### src/rtl/regfile_sb_pkg.sv
// Shared definitions for the regfile_sb register file: default sizes,
// the hardwired-zero register address and the register address type.
package regfile_sb_pkg;

  localparam int WIDTH_DEF  = 32;
  localparam int NREGS_DEF  = 32;
  localparam int ADDR_W_DEF = 5;

  // Register 0 always reads as zero and is never written or tracked.
  localparam int ZERO_ADDR = 0;

  typedef logic [ADDR_W_DEF-1:0] reg_addr_t;

endpackage

### src/rtl/regfile_sb_if.sv
// Bundle of the read, writeback and issue signals between the pipeline
// (decode and writeback stages) and the register file.
interface regfile_sb_if #(
  parameter int WIDTH  = 32,
  parameter int NREGS  = 32,
  parameter int ADDR_W = 5
);

  logic [ADDR_W-1:0] rs_addr;
  logic [ADDR_W-1:0] rt_addr;
  logic [WIDTH-1:0]  rs_data;
  logic [WIDTH-1:0]  rt_data;
  logic              wr_en;
  logic [ADDR_W-1:0] wr_addr;
  logic [WIDTH-1:0]  wr_data;
  logic              issue_en;
  logic [ADDR_W-1:0] issue_rd;
  logic              stall;
  logic [NREGS-1:0]  busy_mask;

  // Pipeline side: drives addresses, writeback and issue requests.
  modport master (
    output rs_addr, rt_addr, wr_en, wr_addr, wr_data, issue_en, issue_rd,
    input  rs_data, rt_data, stall, busy_mask
  );

  // Register file side.
  modport slave (
    input  rs_addr, rt_addr, wr_en, wr_addr, wr_data, issue_en, issue_rd,
    output rs_data, rt_data, stall, busy_mask
  );

endinterface

### src/rtl/regfile_sb_cell.sv
// Enable/reset register cell: one architectural register with an
// asynchronous active-high clear and a load enable.
module regfile_sb_cell #(
  parameter int WIDTH = 32
) (
  input  logic             clk,
  input  logic             rst,
  input  logic             en,
  input  logic [WIDTH-1:0] d,
  output logic [WIDTH-1:0] q
);

  // Load d when enabled; clear immediately on rst.
  always_ff @(posedge clk or posedge rst) begin
    if (rst) begin
      q <= '0;
    end else if (en) begin
      // NOTE: sequential state is assigned with <= so every flop samples
      // pre-edge values regardless of block ordering.
      q <= d;
    end
  end

endmodule

### src/rtl/regfile_sb_scoreboard.sv
// Busy-bit scoreboard: tracks registers with an in-flight writer and
// produces the decode stall for RAW (rs/rt) and WAW (rd) hazards.
module reg_scoreboard
  import regfile_sb_pkg::*;
#(
  parameter int NREGS  = 32,
  parameter int ADDR_W = 5,
  parameter int BYPASS = 1
) (
  input  logic              clk,
  input  logic              reset,
  input  logic [ADDR_W-1:0] rs_addr,
  input  logic [ADDR_W-1:0] rt_addr,
  input  logic              wr_en,
  input  logic [ADDR_W-1:0] wr_addr,
  input  logic              issue_en,
  input  logic [ADDR_W-1:0] issue_rd,
  output logic              stall,
  output logic [NREGS-1:0]  busy_mask
);

  localparam logic [ADDR_W-1:0] ZERO = ADDR_W'(ZERO_ADDR);

  logic [NREGS-1:0] busy;
  logic [NREGS-1:0] busy_n;
  logic             hz_rs;
  logic             hz_rt;
  logic             hz_rd;
  logic             accept;

  // Hazard terms and stall; with bypass, a same-cycle writeback to the
  // pending register resolves the hazard since its data is forwarded.
  always_comb begin
    // NOTE: every combinational output gets a default first so no path
    // leaves it unassigned and infers a latch.
    hz_rs = 1'b0;
    hz_rt = 1'b0;
    hz_rd = 1'b0;
    if (rs_addr != ZERO) begin
      hz_rs = busy[rs_addr] && !(BYPASS != 0 && wr_en && wr_addr == rs_addr);
    end
    if (rt_addr != ZERO) begin
      hz_rt = busy[rt_addr] && !(BYPASS != 0 && wr_en && wr_addr == rt_addr);
    end
    if (issue_rd != ZERO) begin
      hz_rd = busy[issue_rd] && !(BYPASS != 0 && wr_en && wr_addr == issue_rd);
    end
    stall  = issue_en && (hz_rs || hz_rt || hz_rd);
    accept = issue_en && !stall && (issue_rd != ZERO);
  end

  // Next busy bits: writeback clears, accepted issue sets; set applied last
  // so a new in-flight writer keeps ownership.
  always_comb begin
    busy_n = busy;
    if (wr_en && wr_addr != ZERO) begin
      busy_n[wr_addr] = 1'b0;
    end
    if (accept) begin
      busy_n[issue_rd] = 1'b1;
    end
    busy_n[ZERO_ADDR] = 1'b0;
  end

  // Busy bit register, cleared asynchronously.
  always_ff @(posedge clk or negedge reset) begin
    if (!reset) begin
      busy <= '0;
    end else begin
      busy <= busy_n;
    end
  end

  assign busy_mask = busy;

endmodule

### src/rtl/regfile_sb.sv
// Register file with two combinational read ports, one write port,
// hardwired zero register, optional write-to-read forwarding and a
// busy-bit scoreboard that stalls decode on pending operands.
module regfile_sb
  import regfile_sb_pkg::*;
#(
  parameter int WIDTH  = WIDTH_DEF,
  parameter int NREGS  = NREGS_DEF,
  parameter int ADDR_W = ADDR_W_DEF,
  parameter int BYPASS = 1
) (
  input  logic         clk,
  input  logic         reset,
  regfile_sb_if.slave  bus
);

  localparam logic [ADDR_W-1:0] ZERO = ADDR_W'(ZERO_ADDR);

  logic [WIDTH-1:0] regs [NREGS];
  logic [NREGS-1:1] we;
  logic             cell_rst;
  logic [WIDTH-1:0] rs_val;
  logic [WIDTH-1:0] rt_val;

  // The register cells clear on an active-high reset.
  assign cell_rst = ~reset;

  // One-hot write decoder; register 0 has no cell and is never enabled.
  always_comb begin
    for (int i = 1; i < NREGS; i++) begin
      we[i] = bus.wr_en && (bus.wr_addr == ADDR_W'(i));
    end
  end

  assign regs[ZERO_ADDR] = '0;

  // NOTE: the data array is reset on purpose: every architectural register
  // must read zero right after reset, so each cell carries a clear.
  for (genvar g = 1; g < NREGS; g++) begin : g_cell
    regfile_sb_cell #(.WIDTH(WIDTH)) u_cell (
      .clk (clk),
      .rst (cell_rst),
      .en  (we[g]),
      .d   (bus.wr_data),
      .q   (regs[g])
    );
  end

  // Read ports with optional forwarding of the same-cycle writeback.
  always_comb begin
    rs_val = regs[bus.rs_addr];
    rt_val = regs[bus.rt_addr];
    if (BYPASS != 0 && bus.wr_en && bus.wr_addr != ZERO) begin
      if (bus.wr_addr == bus.rs_addr) rs_val = bus.wr_data;
      if (bus.wr_addr == bus.rt_addr) rt_val = bus.wr_data;
    end
  end

  assign bus.rs_data = rs_val;
  assign bus.rt_data = rt_val;

  reg_scoreboard #(
    .NREGS  (NREGS),
    .ADDR_W (ADDR_W),
    .BYPASS (BYPASS)
  ) u_scoreboard (
    .clk       (clk),
    .reset     (reset),
    .rs_addr   (bus.rs_addr),
    .rt_addr   (bus.rt_addr),
    .wr_en     (bus.wr_en),
    .wr_addr   (bus.wr_addr),
    .issue_en  (bus.issue_en),
    .issue_rd  (bus.issue_rd),
    .stall     (bus.stall),
    .busy_mask (bus.busy_mask)
  );

endmodule

### src/flat_wrapper.sv
// flat-port wrapper written by rule: the top's interface ports become plain ports
module regfile_sb_flat import regfile_sb_pkg::*;
#(
  parameter int WIDTH  = WIDTH_DEF,
  parameter int NREGS  = NREGS_DEF,
  parameter int ADDR_W = ADDR_W_DEF,
  parameter int BYPASS = 1
)
  (clk, reset, bus_rs_addr, bus_rt_addr, bus_wr_en, bus_wr_addr, bus_wr_data, bus_issue_en, bus_issue_rd, bus_rs_data, bus_rt_data, bus_stall, bus_busy_mask);
  regfile_sb_if #(.WIDTH(WIDTH), .NREGS(NREGS), .ADDR_W(ADDR_W)) bus_i ();
  input  logic clk;
  input  logic reset;
  input wire logic [$bits(bus_i.rs_addr)-1:0] bus_rs_addr;
  input wire logic [$bits(bus_i.rt_addr)-1:0] bus_rt_addr;
  input wire logic [$bits(bus_i.wr_en)-1:0] bus_wr_en;
  input wire logic [$bits(bus_i.wr_addr)-1:0] bus_wr_addr;
  input wire logic [$bits(bus_i.wr_data)-1:0] bus_wr_data;
  input wire logic [$bits(bus_i.issue_en)-1:0] bus_issue_en;
  input wire logic [$bits(bus_i.issue_rd)-1:0] bus_issue_rd;
  output wire logic [$bits(bus_i.rs_data)-1:0] bus_rs_data;
  output wire logic [$bits(bus_i.rt_data)-1:0] bus_rt_data;
  output wire logic [$bits(bus_i.stall)-1:0] bus_stall;
  output wire logic [$bits(bus_i.busy_mask)-1:0] bus_busy_mask;
  assign bus_i.rs_addr = bus_rs_addr;
  assign bus_i.rt_addr = bus_rt_addr;
  assign bus_i.wr_en = bus_wr_en;
  assign bus_i.wr_addr = bus_wr_addr;
  assign bus_i.wr_data = bus_wr_data;
  assign bus_i.issue_en = bus_issue_en;
  assign bus_i.issue_rd = bus_issue_rd;
  assign bus_rs_data = bus_i.rs_data;
  assign bus_rt_data = bus_i.rt_data;
  assign bus_stall = bus_i.stall;
  assign bus_busy_mask = bus_i.busy_mask;
  regfile_sb #(.WIDTH(WIDTH), .NREGS(NREGS), .ADDR_W(ADDR_W), .BYPASS(BYPASS)) u_core (.clk(clk), .reset(reset), .bus(bus_i));
endmodule
### config.mk
export PLATFORM = sky130hd
export DESIGN_NAME = regfile_sb_flat
export DESIGN_NICKNAME = d
export VERILOG_FILES = /design/src/rtl/regfile_sb_pkg.sv /design/src/rtl/regfile_sb_if.sv /design/src/rtl/regfile_sb_cell.sv /design/src/rtl/regfile_sb_scoreboard.sv /design/src/rtl/regfile_sb.sv /design/src/flat_wrapper.sv
export SDC_FILE = /design/constraint.sdc
export NUM_CORES = 2
export LEC_CHECK = 0
export CORE_MARGIN = 4
export CORE_UTILIZATION = 63
export DETAILED_ROUTE_END_ITERATION = 10
export PLACE_DENSITY = 0.89
export SYNTH_ARGS = -nofsm -noshare
export SYNTH_HDL_FRONTEND = slang
export SYNTH_SLANG_ARGS = --single-unit
### constraint.sdc
create_clock -name clk -period 2.55 [get_ports clk]
set_input_delay 0.255 -clock clk [delete_from_list [all_inputs] [get_ports clk]]
set_output_delay 0.255 -clock clk [all_outputs]
set_load 0.03 [all_outputs]
==> impl_metrics.py <==
metrics = {
    "outcome": {
        "outcome": "finished with violations",
        "violated_checks": "negative setup slack",
    },
    "yosys": {
        "synth_seq_cells": 1023,
        "synth_enable_flop_cells": 0,
        "synth_simple_gate_area_share_pct": 1.77,
        "synth.avg_cell_area_um2": 15.6,
        "synth_largest_area_cell": "sky130_fd_sc_hd__dfrtp_1",
        "synth_top_family_by_area": "multiplexers",
        "synth_xor_xnor_area_share_pct": 0.235,
        "synthesis.nets": 3642,
        "yosys.area_share.adder_pct": 0,
        "yosys-top-cells-area": "sky130_fd_sc_hd__dfrtp_1, sky130_fd_sc_hd__mux4_2, sky130_fd_sc_hd__mux2_2",
        "syn-instance-count": 3586,
        "synthDominantCellAreaShare_pct": 45.9,
        "synth_area_mm2": 0.0558,
        "yosys_warnings": 0,
        "main_flop_type_after_synthesis": "sky130_fd_sc_hd__dfrtp_1",
        "synth.yosys.seq_area_share_pct": 45.9,
        "complex_gate_fraction_of_the_synthesized_area_pct": 2.29,
        "ys_async_sr_fraction_pct": 100,
        "synth.area.mux_share_pct": 46.7,
        "synth_unique_cells": 45,
    },
    "clock_tree": {
        "cts_made_buffers": 106,
        "clkTransAtPathRegs_ps": 60,
        "clock_insertion_delay_worst_skew_ps": 700,
        "clock_sinks": 1023,
        "clock_tree_from_tritoncts": "yes",
        "cts-root-buf": "sky130_fd_sc_hd__clkbuf_16",
        "clock_tree_buf_depth": 3,
        "htree_num_levels": 3,
    },
    "timing": {
        "final_critical_path_setup_slack_ps": -498,
        "timing.final.crit_period_ps": 3050,
        "final_sum_of_negative_setup_slack_ps": -20170,
        "grt_setup_unrepaired": "true",
        "max-slew-margin-rel_pct": 51.0,
        "worstMarginPinSlew_ps": 736,
        "timing_max_transition_violations_final": 0,
        "hold_violations": 0,
        "setup-violations-final": 65,
        "final_min_period_over_clock_period_pct": 120,
        "final_setup_skew_ps": 10.3,
        "fmax_mhz": 328,
    },
    "drt": {
        "drt-total-wl_mm": 178,
        "initialDrtViolationCount": 4971,
        "drcViolationCount": 0,
        "post_drt_wl_per_cell_um": 34.6,
        "detail_route.vias_per_cell": 7.56,
        "drt.antenna.violating_nets": 0,
        "total_via_count_in_the_routed_design": 39000,
        "first_pass_iters": 6,
    },
    "place": {
        "place_area_mm2": 0.0621,
        "place.gp.congestion": 0.919,
        "place.detailed.hpwl_mm": 105,
        "placement.io_buffers": 151,
        "place.detailed.instances": 4919,
    },
    "floorplanning": {
        "pin_count": 153,
        "std_cell_rows": 108,
        "floorplan.initialDensity_pct": 63.9,
        "floorplan.die.height_um": 306,
        "die_width_um": 306,
        "fp.coreArea_mm2": 0.0873,
        "die_area_mm2": 0.0934,
    },
    "power_and_ir_drop": {
        "peakVddDrop_mv": 0.681,
        "switching_part_of_the_total_power_pct": 29.4,
        "comb_power_share_pct": 26.7,
        "power.internal_w": 0.0371,
        "powerDensity_mw_per_mm2": 789,
        "power.share.sequential_pct": 42.4,
        "power.net_switching_w": 0.0154,
        "clkPwrFrac_pct": 30.9,
        "leakage_nw": 28.6,
    },
    "global_routing": {
        "first_global_vias": 41700,
        "global_route_usage_over_all_layers_pct": 38.2,
        "antenna_found_initial": 2,
        "grt_first_pass_wirelength_mm": 267,
        "grt_max_degree": 125,
        "aggregate_global_routing_overflow": 0,
    },
    "critical_path": {
        "timing.setup.critical_path_class": "flip-flop to output pin",
        "crit_end_category": "output pin",
        "crit_required_ps": 2300,
        "worst_ep_arrival_time_ps": 2790,
        "critPathLaunchType": "flip-flop",
        "critical_path.max_fanout": 2,
    },
    "cells_and_area": {
        "finalInstanceArea_mm2": 0.0666,
        "drive_above_1_share_pct": 62.3,
        "area_growth_syn_to_layout_pct": 19.4,
        "nNetsFinal": 3966,
        "mostFrequentLayoutCell": "sky130_fd_sc_hd__mux2_2",
        "mostFrequentLayoutCells": "sky130_fd_sc_hd__mux2_2, sky130_fd_sc_hd__dfrtp_1, sky130_fd_sc_hd__mux4_2",
        "finish.cell_count_without_fillers": 5153,
    },
    "min_path": {
        "timing.hold.worst.class": "input pin to asynchronous set/reset pin",
    },
    "job": {
        "maxCapViolations": 0,
    },
}
stage by stage:
stage / hold WS (ps) / worst slack [ps] / total power (W) / util, %
3_3_place_gp: 188 / -813 / 0.0342 / 71.2
5_1_grt: 81.6 / -540 / 0.0541 / 76.3
2_1_floorplan: -40.6 / -7.47 / 0.0302 / -
6_report: 51.8 / -498 / 0.0525 / 76.3
3_5_place_dp: 180 / -780 / 0.0351 / 71.2
4_1_cts: 59.9 / -507 / 0.0520 / 75.9
path summary, 6_finish.rpt:
| check | start | endpoint | slack, ps | cells after the start |
|---|---|---|---|---|
| max in group asynchronous | reset | u_core.g_cell[10].u_cell.q[16]$_DFFE_PN0P_ | 1460 | 3 |
| setup reg to reg | u_core.u_scoreboard.busy_mask[19]$_DFF_PN0_ | u_core.u_scoreboard.busy_mask[8]$_DFF_PN0_ | 170 | 8 |
| hold reg to reg | u_core.g_cell[30].u_cell.q[23]$_DFFE_PN0P_ | u_core.g_cell[30].u_cell.q[23]$_DFFE_PN0P_ | 520 | 1 |
| min in group clk | bus_wr_data[27] | u_core.g_cell[7].u_cell.q[27]$_DFFE_PN0P_ | 330 | 2 |
| hold / removal | reset | u_core.g_cell[4].u_cell.q[0]$_DFFE_PN0P_ | 50 | 2 |
| setup / recovery | u_core.g_cell[31].u_cell.q[19]$_DFFE_PN0P_ | bus_rs_data[19] | -500 | 6 |
layer usage:
metal,vias up,routed length [um],track usage (%)
li1,14600,-,-
met1,20200,59200,47.8
met2,3144,84800,59.4
met3,966,21100,11.3
met4,2,13300,24.0
met5,-,13,0
synthesized netlist by cell type, types with 3 or more instances:
library cell / count
sky130_fd_sc_hd__or3b_2: 3
sky130_fd_sc_hd__inv_1: 5
sky130_fd_sc_hd__a22o_1: 63
sky130_fd_sc_hd__a21oi_1: 36
sky130_fd_sc_hd__nand2_1: 87
sky130_fd_sc_hd__mux2_2: 1061
sky130_fd_sc_hd__nor3_1: 8
sky130_fd_sc_hd__buf_1: 63
sky130_fd_sc_hd__nand4_1: 6
sky130_fd_sc_hd__clkbuf_1: 210
sky130_fd_sc_hd__o21ai_1: 27
sky130_fd_sc_hd__xor2_1: 10
sky130_fd_sc_hd__nor2_1: 81
sky130_fd_sc_hd__dfrtp_1: 1023
sky130_fd_sc_hd__nor4_1: 4
sky130_fd_sc_hd__buf_2: 99
sky130_fd_sc_hd__nor3b_1: 3
sky130_fd_sc_hd__xnor2_1: 5
sky130_fd_sc_hd__o21ai_0: 50
sky130_fd_sc_hd__mux2i_1: 70
sky130_fd_sc_hd__nor2b_1: 8
sky130_fd_sc_hd__buf_6: 7
sky130_fd_sc_hd__nand2b_1: 6
sky130_fd_sc_hd__or2_2: 6
sky130_fd_sc_hd__buf_4: 16
sky130_fd_sc_hd__mux4_2: 595
sky130_fd_sc_hd__nand3_1: 10
cells by family (layout without fill, tap and decap cells):
family | count (synthesis) | in the layout
xor+xnor | 15 | 15
simple gates | 226 | 226
flops | 1023 | 1023
compound gates | 195 | 195
other cells | 1 | 4
buf+inv | 400 | 809
mux | 1726 | 1726
state kept, by name, indices dropped and copies added, names as in the netlist:
| name | count |
|---|---|
| u_core.g_cell.u_cell.q | 992 |
| u_core.u_scoreboard.busy_mask | 31 |
what timing repair did:
item                                    in CTS  in global routing
endpoints found under the setup margin      65                 65
resized for setup                           81                 54
setup buffers                               23                 15
cloned                                       0                  0
hold buffers                                 1                  0
hold endpoints to repair                   444                  0
pin swaps                                   37                  6
power groups by stage:
stage                     Clock [W]  Combinational, W  Sequential [W]
after floorplan                   0           0.00881          0.0214
after global placement            0            0.0126          0.0217
after detailed placement          0            0.0130          0.0221
after CTS                    0.0162            0.0137          0.0220
after global routing         0.0170            0.0147          0.0225
final                        0.0162            0.0140          0.0223
cell type report:
class | instances | area [um2]
timing repair buffer | 611 | 6730
inverter | 5 | 23.8
antenna | 3 | 7.51
sequential | 1023 | 25600
tap | 1155 | 1450
fill | 4409 | 20700
clock inverter | 40 | 505
multi-input combinational | 2163 | 29200
clock buffer | 153 | 3080
critical path, cell delays in order, from the launching register on:
cell,delay (ps)
sky130_fd_sc_hd__dfrtp_1,400
sky130_fd_sc_hd__mux4_2,530
sky130_fd_sc_hd__mux4_2,550
sky130_fd_sc_hd__mux2i_2,220
sky130_fd_sc_hd__buf_4,190
sky130_fd_sc_hd__o21ai_4,60
sky130_fd_sc_hd__buf_12,140
No activity file was read; power rests on OpenSTA's default activity.
